==> config.mk <==
export PLATFORM = sky130hd
export DESIGN_NAME = sram_port_arbiter_flat
export DESIGN_NICKNAME = d
export VERILOG_FILES = /design/src/rtl/sram_port_arbiter_pkg.sv /design/src/rtl/sram_port_arbiter_if.sv /design/src/rtl/sram_port_arbiter_rr_arb2.sv /design/src/rtl/sram_port_arbiter.sv /design/src/flat_wrapper.sv
export SDC_FILE = /design/constraint.sdc
export NUM_CORES = 1
export LEC_CHECK = 0
export BUFFER_PORTS_ARGS = -buffer_cell sky130_fd_sc_hd__buf_4
export CAP_MARGIN = 25
export CORE_MARGIN = 2
export CORE_UTILIZATION = 40
export CTS_CLUSTER_DIAMETER = 30
export DETAILED_ROUTE_END_ITERATION = 12
export GPL_ROUTABILITY_DRIVEN = 0
export PLACE_DENSITY = 0.71
export SETUP_SLACK_MARGIN = 0.15
export SYNTH_ARGS = -nofsm -noshare
export SYNTH_HDL_FRONTEND = slang
export SYNTH_SLANG_ARGS = --single-unit
==> constraint.sdc <==
create_clock -name CLK -period 2.4 [get_ports CLK]
set_input_delay 0.48 -clock CLK [delete_from_list [all_inputs] [get_ports CLK]]
set_output_delay 0.48 -clock CLK [all_outputs]
set_load 0.03 [all_outputs]
==> src/rtl/sram_port_arbiter_pkg.sv <==
// sram_port_arbiter_pkg: shared widths, FSM states and byte-lane helpers
// for the two-requester SRAM port arbiter.
package sram_port_arbiter_pkg;
   localparam int ADDR_W = 12;
   localparam int DATA_W = 32;
   localparam int BE_W   = DATA_W / 8;

   typedef enum logic [1:0] {IDLE, RMW_RD, RMW_MRG, RMW_WR} state_t;

   function automatic logic [DATA_W-1:0] byte_mask(input logic [BE_W-1:0] be);
      logic [DATA_W-1:0] m;
      for (int i = 0; i < BE_W; i++) m[i*8 +: 8] = {8{be[i]}};
      return m;
   endfunction

   function automatic logic [DATA_W-1:0] merge_bytes(input logic [DATA_W-1:0] old_w,
                                                     input logic [DATA_W-1:0] new_w,
                                                     input logic [BE_W-1:0] be);
      return (old_w & ~byte_mask(be)) | (new_w & byte_mask(be));
   endfunction
endpackage

==> src/rtl/sram_port_arbiter_if.sv <==
// sram_port_arbiter_if: request/response handshake bundle for both requesters.
interface sram_port_arbiter_if;
   import sram_port_arbiter_pkg::*;
   logic              REQ_VALID0, REQ_READY0, REQ_WE0;
   logic [ADDR_W-1:0] REQ_ADDR0;
   logic [BE_W-1:0]   REQ_BE0;
   logic [DATA_W-1:0] REQ_WDATA0;
   logic              RSP_VALID0;
   logic [DATA_W-1:0] RSP_RDATA0;
   logic              REQ_VALID1, REQ_READY1, REQ_WE1;
   logic [ADDR_W-1:0] REQ_ADDR1;
   logic [BE_W-1:0]   REQ_BE1;
   logic [DATA_W-1:0] REQ_WDATA1;
   logic              RSP_VALID1;
   logic [DATA_W-1:0] RSP_RDATA1;

   modport master (
      output REQ_VALID0, REQ_WE0, REQ_ADDR0, REQ_BE0, REQ_WDATA0,
      output REQ_VALID1, REQ_WE1, REQ_ADDR1, REQ_BE1, REQ_WDATA1,
      input  REQ_READY0, RSP_VALID0, RSP_RDATA0,
      input  REQ_READY1, RSP_VALID1, RSP_RDATA1
   );

   modport slave (
      input  REQ_VALID0, REQ_WE0, REQ_ADDR0, REQ_BE0, REQ_WDATA0,
      input  REQ_VALID1, REQ_WE1, REQ_ADDR1, REQ_BE1, REQ_WDATA1,
      output REQ_READY0, RSP_VALID0, RSP_RDATA0,
      output REQ_READY1, RSP_VALID1, RSP_RDATA1
   );
endinterface

==> src/rtl/sram_port_arbiter_rr_arb2.sv <==
// sram_rr_arb2: two-way round-robin grant; a tie goes to whoever was not granted last.
module sram_rr_arb2 (
   input  logic CLK,
   input  logic RST,
   input  logic en,
   input  logic valid0,
   input  logic valid1,
   output logic gnt0,
   output logic gnt1
);
   logic last_gnt;
   logic pick1;

   assign pick1 = valid1 && (!valid0 || !last_gnt);
   assign gnt1  = en && pick1;
   assign gnt0  = en && valid0 && !pick1;

   always_ff @(posedge CLK)
      last_gnt <= RST ? 1'b1 : (gnt0 || gnt1) ? gnt1 : last_gnt;
endmodule

==> src/rtl/sram_port_arbiter.sv <==
// sram_port_arbiter: shares one SRAM port between two requesters, turning
// partial-byte writes into read-modify-write and routing in-order responses.
module sram_port_arbiter
   import sram_port_arbiter_pkg::*;
(
   input  logic              CLK,
   input  logic              RST,
   sram_port_arbiter_if.slave bus,
   output logic              CSN,
   output logic [ADDR_W-1:0] ADDR,
   output logic              WE,
   output logic [BE_W-1:0]   BE,
   output logic [DATA_W-1:0] DI,
   input  logic [DATA_W-1:0] DO
);
   state_t            state;
   logic              gnt0, gnt1, acc, own;
   logic              a_we, a_nz, a_full, a_part;
   logic [ADDR_W-1:0] a_addr;
   logic [BE_W-1:0]   a_be;
   logic [DATA_W-1:0] a_wdata;
   logic              s1_v, s1_own, s1_rd, s2_v, s2_own, s2_rd;
   logic [BE_W-1:0]   s1_be, s2_be, rmw_be;
   logic              rmw_own;
   logic [DATA_W-1:0] rmw_wdata;

   sram_rr_arb2 u_arb (
      .CLK    (CLK),
      .RST    (RST),
      .en     (state == IDLE && !RST),
      .valid0 (bus.REQ_VALID0),
      .valid1 (bus.REQ_VALID1),
      .gnt0   (gnt0),
      .gnt1   (gnt1)
   );

   assign bus.REQ_READY0 = gnt0;
   assign bus.REQ_READY1 = gnt1;
   assign acc     = gnt0 || gnt1;
   assign own     = gnt1;
   assign a_we    = own ? bus.REQ_WE1 : bus.REQ_WE0;
   assign a_addr  = own ? bus.REQ_ADDR1 : bus.REQ_ADDR0;
   assign a_be    = own ? bus.REQ_BE1 : bus.REQ_BE0;
   assign a_wdata = own ? bus.REQ_WDATA1 : bus.REQ_WDATA0;
   assign a_nz    = |a_be;
   assign a_full  = &a_be;
   assign a_part  = a_we && a_nz && !a_full;

   // Stage 1 covers the SRAM access cycle, stage 2 the cycle DO is valid;
   // an RMW injects its completion into stage 2 as it leaves RMW_WR.
   always_ff @(posedge CLK) begin
      if (RST) begin
         state     <= IDLE;
         CSN       <= 1'b1;
         WE        <= 1'b0;
         BE        <= '0;
         ADDR      <= '0;
         DI        <= '0;
         s1_v      <= 1'b0;
         s1_own    <= 1'b0;
         s1_rd     <= 1'b0;
         s1_be     <= '0;
         s2_v      <= 1'b0;
         s2_own    <= 1'b0;
         s2_rd     <= 1'b0;
         s2_be     <= '0;
         rmw_own   <= 1'b0;
         rmw_be    <= '0;
         rmw_wdata <= '0;
      end else begin
         s1_v   <= acc && !a_part;
         s1_own <= own;
         s1_rd  <= !a_we && a_nz;
         s1_be  <= a_be;
         s2_v   <= s1_v || state == RMW_WR;
         s2_own <= state == RMW_WR ? rmw_own : s1_own;
         s2_rd  <= s1_rd && state != RMW_WR;
         s2_be  <= s1_be;
         case (state)
            IDLE: begin
               CSN   <= !(acc && a_nz);
               WE    <= acc && a_we && a_full;
               state <= acc && a_part ? RMW_RD : IDLE;
               if (acc) begin
                  ADDR      <= a_addr;
                  BE        <= '1;
                  DI        <= a_wdata;
                  rmw_own   <= own;
                  rmw_be    <= a_be;
                  rmw_wdata <= a_wdata;
               end
            end
            RMW_RD: begin
               CSN   <= 1'b1;
               state <= RMW_MRG;
            end
            RMW_MRG: begin
               CSN   <= 1'b0;
               WE    <= 1'b1;
               DI    <= merge_bytes(DO, rmw_wdata, rmw_be);
               state <= RMW_WR;
            end
            RMW_WR: begin
               CSN   <= 1'b1;
               WE    <= 1'b0;
               state <= IDLE;
            end
            default: state <= IDLE;
         endcase
      end
   end

   assign bus.RSP_VALID0 = s2_v && !s2_own;
   assign bus.RSP_VALID1 = s2_v && s2_own;
   assign bus.RSP_RDATA0 = bus.RSP_VALID0 && s2_rd ? DO & byte_mask(s2_be) : '0;
   assign bus.RSP_RDATA1 = bus.RSP_VALID1 && s2_rd ? DO & byte_mask(s2_be) : '0;
endmodule
==> src/flat_wrapper.sv <==
// flat-port wrapper written by rule: the top's interface ports become plain ports
module sram_port_arbiter_flat import sram_port_arbiter_pkg::*;
  (CLK, RST, CSN, ADDR, WE, BE, DI, DO, bus_REQ_VALID0, bus_REQ_WE0, bus_REQ_ADDR0, bus_REQ_BE0, bus_REQ_WDATA0, bus_REQ_VALID1, bus_REQ_WE1, bus_REQ_ADDR1, bus_REQ_BE1, bus_REQ_WDATA1, bus_REQ_READY0, bus_RSP_VALID0, bus_RSP_RDATA0, bus_REQ_READY1, bus_RSP_VALID1, bus_RSP_RDATA1);
  sram_port_arbiter_if bus_i ();
  input  logic CLK;
  input  logic RST;
  output logic CSN;
  output logic [ADDR_W-1:0] ADDR;
  output logic WE;
  output logic [BE_W-1:0] BE;
  output logic [DATA_W-1:0] DI;
  input  logic [DATA_W-1:0] DO;
  input wire logic [$bits(bus_i.REQ_VALID0)-1:0] bus_REQ_VALID0;
  input wire logic [$bits(bus_i.REQ_WE0)-1:0] bus_REQ_WE0;
  input wire logic [$bits(bus_i.REQ_ADDR0)-1:0] bus_REQ_ADDR0;
  input wire logic [$bits(bus_i.REQ_BE0)-1:0] bus_REQ_BE0;
  input wire logic [$bits(bus_i.REQ_WDATA0)-1:0] bus_REQ_WDATA0;
  input wire logic [$bits(bus_i.REQ_VALID1)-1:0] bus_REQ_VALID1;
  input wire logic [$bits(bus_i.REQ_WE1)-1:0] bus_REQ_WE1;
  input wire logic [$bits(bus_i.REQ_ADDR1)-1:0] bus_REQ_ADDR1;
  input wire logic [$bits(bus_i.REQ_BE1)-1:0] bus_REQ_BE1;
  input wire logic [$bits(bus_i.REQ_WDATA1)-1:0] bus_REQ_WDATA1;
  output wire logic [$bits(bus_i.REQ_READY0)-1:0] bus_REQ_READY0;
  output wire logic [$bits(bus_i.RSP_VALID0)-1:0] bus_RSP_VALID0;
  output wire logic [$bits(bus_i.RSP_RDATA0)-1:0] bus_RSP_RDATA0;
  output wire logic [$bits(bus_i.REQ_READY1)-1:0] bus_REQ_READY1;
  output wire logic [$bits(bus_i.RSP_VALID1)-1:0] bus_RSP_VALID1;
  output wire logic [$bits(bus_i.RSP_RDATA1)-1:0] bus_RSP_RDATA1;
  assign bus_i.REQ_VALID0 = bus_REQ_VALID0;
  assign bus_i.REQ_WE0 = bus_REQ_WE0;
  assign bus_i.REQ_ADDR0 = bus_REQ_ADDR0;
  assign bus_i.REQ_BE0 = bus_REQ_BE0;
  assign bus_i.REQ_WDATA0 = bus_REQ_WDATA0;
  assign bus_i.REQ_VALID1 = bus_REQ_VALID1;
  assign bus_i.REQ_WE1 = bus_REQ_WE1;
  assign bus_i.REQ_ADDR1 = bus_REQ_ADDR1;
  assign bus_i.REQ_BE1 = bus_REQ_BE1;
  assign bus_i.REQ_WDATA1 = bus_REQ_WDATA1;
  assign bus_REQ_READY0 = bus_i.REQ_READY0;
  assign bus_RSP_VALID0 = bus_i.RSP_VALID0;
  assign bus_RSP_RDATA0 = bus_i.RSP_RDATA0;
  assign bus_REQ_READY1 = bus_i.REQ_READY1;
  assign bus_RSP_VALID1 = bus_i.RSP_VALID1;
  assign bus_RSP_RDATA1 = bus_i.RSP_RDATA1;
  sram_port_arbiter u_core (.CLK(CLK), .RST(RST), .bus(bus_i), .CSN(CSN), .ADDR(ADDR), .WE(WE), .BE(BE), .DI(DI), .DO(DO));
endmodule
==> results.yml, run 1 <==
status:
  status: "complete, no violations"
detailed_routing:
  vias: 4921
  routed_wl_mm: 16.47
  wl_per_cell_um: 17.48
  avgViaCountPerCell: 5.224
  drtAntennaViolNets: 0
  dr.pass1.iters: 5
  drt_iter0_markers: 334
  drcViolationCount: 0
global_routing:
  first_global_vias: 4775
  antenna_found_initial: 0
  grt-ovfl-total: 0
  grt_pass1_wl_mm: 24.37
  track_usage: 0.2302
  grt_max_degree: 45
worst_setup_path:
  reg2reg_to: "u_core.DI[16]"
  critPathLaunchType: "flop"
  worstPathRequired_ns: 1.92
  path_max_fanout: 5
  end_kind: "output pin"
  r2r-start: "u_core.state[1]"
  cp.arrival_ns: 1.71
  reg2reg_depth: 8
  criticalPathCategory: "reg -> out"
  critPathCapture: "bus_REQ_READY1"
  cp-startpoint: "u_core.state[1]"
  regToRegSetupSlack_ns: 0.21
synth:
  syn_inst: 516
  synthAdderAreaFrac: 0.01479
  async_flop_share: 0
  syn_nets: 656
  ys_types: 39
  netlist_area_um2: 5077
  synth-compound-area-share: 0.2043
  yosysWarnings: 0
  synth_edf_count: 0
  synth_xor_area_frac: 0
  post_synth_mux_area_share: 0.1688
  synth-seq-area-share: 0.3982
  syn_avg_cell_area_um2: 9.840
  yosys.area_share.simple: 0.1673
  synth_top_family_by_area: "compound AO/OA/AOI/OAI gates"
  ys.flop_type: "dfxtp_1"
  ys_ff_latch: 101
flow_run:
  drv_cap: 0
pwr:
  peakVddDrop_mv: 0.3766
  power.leakage_nw: 3.589
  p_per_area_nw_per_um2: 699.1
timing:
  tightest_slew_ns: 0.6238
  maxSlewViolCount: 0
  timing.final.crit_share: 0.9132
  finalSetupViolCount: 0
  setup_tns_ns: 0
  max_freq_mhz: 456.3
  skew_ns: 0.01115
  rsz0062_at_grt: "false"
  maxSlewHeadroom: 0.5828
  period_needed_ns: 2.192
  finalHoldViolCount: 0
floorplanning:
  rows: 41
  num_io_pins: 252
  die_area_um2: 13610
  core_area_um2: 12520
  die_w_um: 116.7
  floorplan.initialDensity: 0.4056
  die_y_um: 116.7
finish:
  drive_gt1_frac: 0.4416
  fin_nets: 906
  nFillCells: 1099
  antenna_cells: 0
  final_cell_area_um2: 7551
  final_cell_count_no_fill: 942
  area_growth_pct: 48.72
clock_network:
  htree_levels: 3
  clk-insertion-delay-late_ns: 0.33
  clk_pin_slew_ns: 0.07
  cts_buffers: 9
  root_buffer: "clkbuf_16"
  cts.sinks: 101
  cts_max_path_buffers: 2
  cts_tree: "built"
place:
  placed_cell_area_um2: 7217
  port_buffers: 251
  dp_cells: 923
  hpwl_mm: 12.30
hold_path:
  hp-class: "in -> reg"
-- power by group --
part	leakage [nW]	total, W	switching [W]	internal, W
Sequential	0.835	0.00214	0.000196	0.00195
Combinational	2.62	0.00174	0.000920	0.000823
Clock	0.136	0.00139	0.000654	0.000740
-- layout make-up --
cell class	instances	area [um^2]	share of cell area
sequential	101	2023	0.2679
tap	172	215.2	0.02850
timing repair buffer	278	2123	0.2812
inverter	11	43.79	0.005800
clock buffer	10	239.0	0.03165
clock inverter	5	42.54	0.005634
multi-input combinational	365	2864	0.3793
-- cell usage after synthesis (10+ instances only) --
cell type | n | area share
a221o_1 | 32 | 0.063
a222oi_1 | 12 | 0.024
and2_1 | 64 | 0.079
clkbuf_1 | 24 | 0.018
dfxtp_1 | 101 | 0.40
inv_1 | 10 | 0.0074
mux2_4 | 28 | 0.083
mux2i_1 | 38 | 0.075
nand2_1 | 11 | 0.0081
nor2_1 | 68 | 0.050
o21a_1 | 64 | 0.095
-- state kept, by name, summed over array words and instances, names as in the netlist, 2 cells and up --
register,count
u_core.s2_be,4
u_core.DI,32
u_core.rmw_wdata,32
u_core.state,2
u_core.ADDR,12
u_core.rmw_be,4
u_core.s1_be,4
-- cell usage in the layout, fill, tap and decap left out, types with 2 or more instances in the layout --
master and instances:
nand2_1 11, inv_2 2, mux2_4 28, ha_1 5, clkbuf_16 9, o21a_1 64, nor2_2 2, nor2b_1 6
buf_12 2, and2_1 64, nor3_1 2, nand3_1 2, dfxtp_1 100, mux2_2 5, inv_1 8, a211oi_1 4
a222oi_1 12, nor2_1 66, nand4_1 4, a221o_1 32, or4_1 2, buf_4 274, mux2i_1 38, inv_6 3
-- through the flow --
| stage | hold slack [ns] | total power (W) | util | setup slack [ns] |
|---|---|---|---|---|
| final | 0.4033 | 0.005279 | 0.6033 | 0.2083 |
| after global routing | 0.4092 | 0.005509 | 0.6033 | 0.1428 |
| after CTS | 0.4005 | 0.005293 | 0.5997 | 0.1540 |
| after detailed placement | 0.4339 | 0.003904 | 0.5766 | 0.1999 |
| after global placement | 0.4286 | 0.003852 | 0.5754 | 0.04393 |
| after floorplan | 0.4114 | 0.003180 | - | 0.4388 |
-- worst min path at each step --
stage                           startpoint              end  slack (ns)  cells after the start
after floorplan                u_core.s1_v      u_core.s2_v        0.41                      2
after global placement     u_core.s1_be[2]  u_core.s2_be[2]        0.43                      1
after detailed placement       u_core.s1_v      u_core.s2_v        0.43                      2
after CTS                 bus_REQ_ADDR0[8]   u_core.ADDR[8]        0.40                      3
after global routing      bus_REQ_ADDR0[1]   u_core.ADDR[1]        0.41                      3
final                     bus_REQ_ADDR0[1]   u_core.ADDR[1]        0.40                      3
-- worst max-delay path, stage by stage (launching register included) --
cell	delay, ns
dfxtp_2	0.34
inv_1	0.08
ha_2	0.18
buf_4	0.11
nand2_1	0.08
a211o_4	0.37
inv_4	0.09
buf_6	0.13
-- repair_timing --
item / in CTS / in global routing
gates resized for setup: 2 / 7
setup buffers: 0 / 4
pin swaps: 0 / 1
hold buffers: 0 / 0
setup endpoints to repair: 1 / 28
-- routing by layer --
| metal | track usage | routed length (um) | vias up |
|---|---|---|---|
| met5 | 0 | 0 | - |
| met4 | 0.06588 | 159 | 0 |
| met3 | 0.03944 | 1215 | 10 |
| met2 | 0.4252 | 8408 | 206 |
| met1 | 0.2738 | 6685 | 2348 |
| li1 | - | - | 2357 |
-- kinds of logic (layout without fill, tap and decap cells) --
family,after synthesis,in the layout
AND/OR/NAND/NOR,166,166
AO/OA/AOI/OAI,122,122
flip-flops,101,101
multiplexers,71,71
buffers and inverters,50,304
adder cells (fa/ha/maj),6,6
Power figures use the tool's default switching activity.
==> run 2, diff against run 1 <==
--- a/config.mk
+++ b/config.mk
@@ -7,7 +7,6 @@
 export LEC_CHECK = 0
 export BUFFER_PORTS_ARGS = -buffer_cell sky130_fd_sc_hd__buf_4
 export CAP_MARGIN = 25
-export CORE_MARGIN = 2
 export CORE_UTILIZATION = 40
 export CTS_CLUSTER_DIAMETER = 30
 export DETAILED_ROUTE_END_ITERATION = 12
==> results.yml, run 2 (synthesis gave the netlist of run 1 again) <==
finish:
  final_cell_count_no_fill: 932
  fin_nets: 899
  drive_gt1_frac: 0.4398
  layout_commonest_cell: "buf_4"
  final_cell_mix: "266 x buf_4, 100 x dfxtp_1, 65 x nor2_1"
  antenna_cells: 0
  fin_util: 0.6189
  area_growth_pct: 48.84
  top_regs: "u_core.DI: 32 flops, u_core.rmw_wdata: 32 flops, u_core.ADDR: 12 flops"
detailed_routing:
  drtAntennaViolNets: 0
  drt_iter0_markers: 187
  drcViolationCount: 0
  wl_per_cell_um: 17.09
  routed_wl_mm: 15.92
  vias: 4884
  avgViaCountPerCell: 5.240
  dr.pass1.iters: 7
place:
  dp_worst_setup_slack_ns: 0.06666
  dp_cells: 913
  hpwl_mm: 11.97
  port_buffers: 251
clock_network:
  cts_max_path_buffers: 2
  clk-insertion-delay-late_ns: 0.34
  cts_buffers: 9
  cts_tree: "built"
  hold_buffers: 0
  cts.sinks: 101
  clk_pin_slew_ns: 0.07
  root_buffer: "clkbuf_16"
  htree_levels: 3
timing:
  setup_tns_ns: 0
  tightest_slew_ns: 0.6387
  timing.final.crit_share: 0.9100
  max_freq_mhz: 457.9
  period_needed_ns: 2.184
  finalSetupViolCount: 0
  finalHoldViolCount: 0
  setup_ws_ns: 0.2159
  maxSlewHeadroom: 0.5736
  holdWs_ns: 0.3975
  maxSlewViolCount: 0
  rsz0062_at_grt: "true"
  skew_ns: 0.01259
worst_setup_path:
  criticalPathCategory: "reg -> out"
  end_kind: "output pin"
  regToRegSetupSlack_ns: 0.31
  reg2reg_to: "u_core.ADDR[6]"
  critPathLaunchType: "flop"
  worstPathRequired_ns: 1.92
  path_max_fanout: 19
  r2r-start: "u_core.state[0]"
  reg2reg_depth: 7
  cp.arrival_ns: 1.70
floorplanning:
  rows: 40
  num_io_pins: 252
  die_area_um2: 13150
  die_w_um: 114.7
  die_y_um: 114.7
  core_area_um2: 12210
  floorplan.initialDensity: 0.4158
global_routing:
  grt_pass1_wl_mm: 24.64
  track_usage: 0.2404
  grt-ovfl-total: 0
  antenna_found_initial: 0
  grt_max_degree: 37
  first_global_vias: 4899
status:
  status: "complete, no violations"
hold_path:
  hold_depth: 3
  hp-start: "bus_REQ_ADDR0[0]"
  min_to: "u_core.ADDR[0]"
  hp-class: "in -> reg"
pwr:
  peakVddDrop_mv: 0.3566
  p_per_area_nw_per_um2: 713.8
  power.leakage_nw: 3.586
flow_run:
  drv_cap: 0
run 2: what timing repair did:
action | CTS | global route
endpoints found under the setup margin | 23 | 43
pin swaps | 0 | 1
buffers inserted | 1 | 2
resized for setup | 10 | 6
run 2: worst max path at each step:
stage	from	endpoint	cells past startpoint
2_1_floorplan	u_core.state[1]	bus_REQ_READY1	7
3_3_place_gp	u_core.state[1]	u_core.DI[2]	7
3_5_place_dp	u_core.state[1]	u_core.DI[7]	7
4_1_cts	u_core.state[0]	bus_REQ_READY1	7
5_1_grt	u_core.s2_own	bus_RSP_RDATA0[3]	5
6_report	u_core.state[0]	bus_REQ_READY1	7
run 2: layer usage:
layer,track usage,vias to the layer above,wire [um]
li1,-,2333,-
met2,0.4327,229,7954
met4,0.09351,0,340
met3,0.04447,19,1204
met1,0.2814,2303,6424
met5,0,-,0
run 2: area by class of cell:
cell class / count / area [um^2]
fillers: 1071 / 4654
clock buffers: 10 / 239.0
clock inverters: 6 / 78.83
well taps: 168 / 210.2
repair buffers: 271 / 2088
flip-flops and latches: 101 / 2026
inverters: 11 / 43.79
multi-input cells: 365 / 2872
run 2: worst max-delay path, stage by stage, from the launching register on:
cell and delay [ns]:
dfxtp_4 0.37, inv_4 0.08, ha_4 0.15, nand2_1 0.08, a211o_4 0.30, buf_12 0.17, inv_2 0.08, buf_6 0.13
run 2: where the power goes:
group          switching (W)  internal [W]  leakage [nW]
combinational       0.000913      0.000818          2.59
sequential          0.000194       0.00195         0.835
clock               0.000666      0.000858         0.157
total                0.00177       0.00362          3.59
run 2: per-stage QoR:
step                total power, W  instance area, um^2
finish                    0.005394                 7557
global route              0.005633                 7557
CTS                       0.005421                 7530
detailed placement        0.003876                 7167
global placement          0.003825                 7167
floorplan                 0.003180                 5077
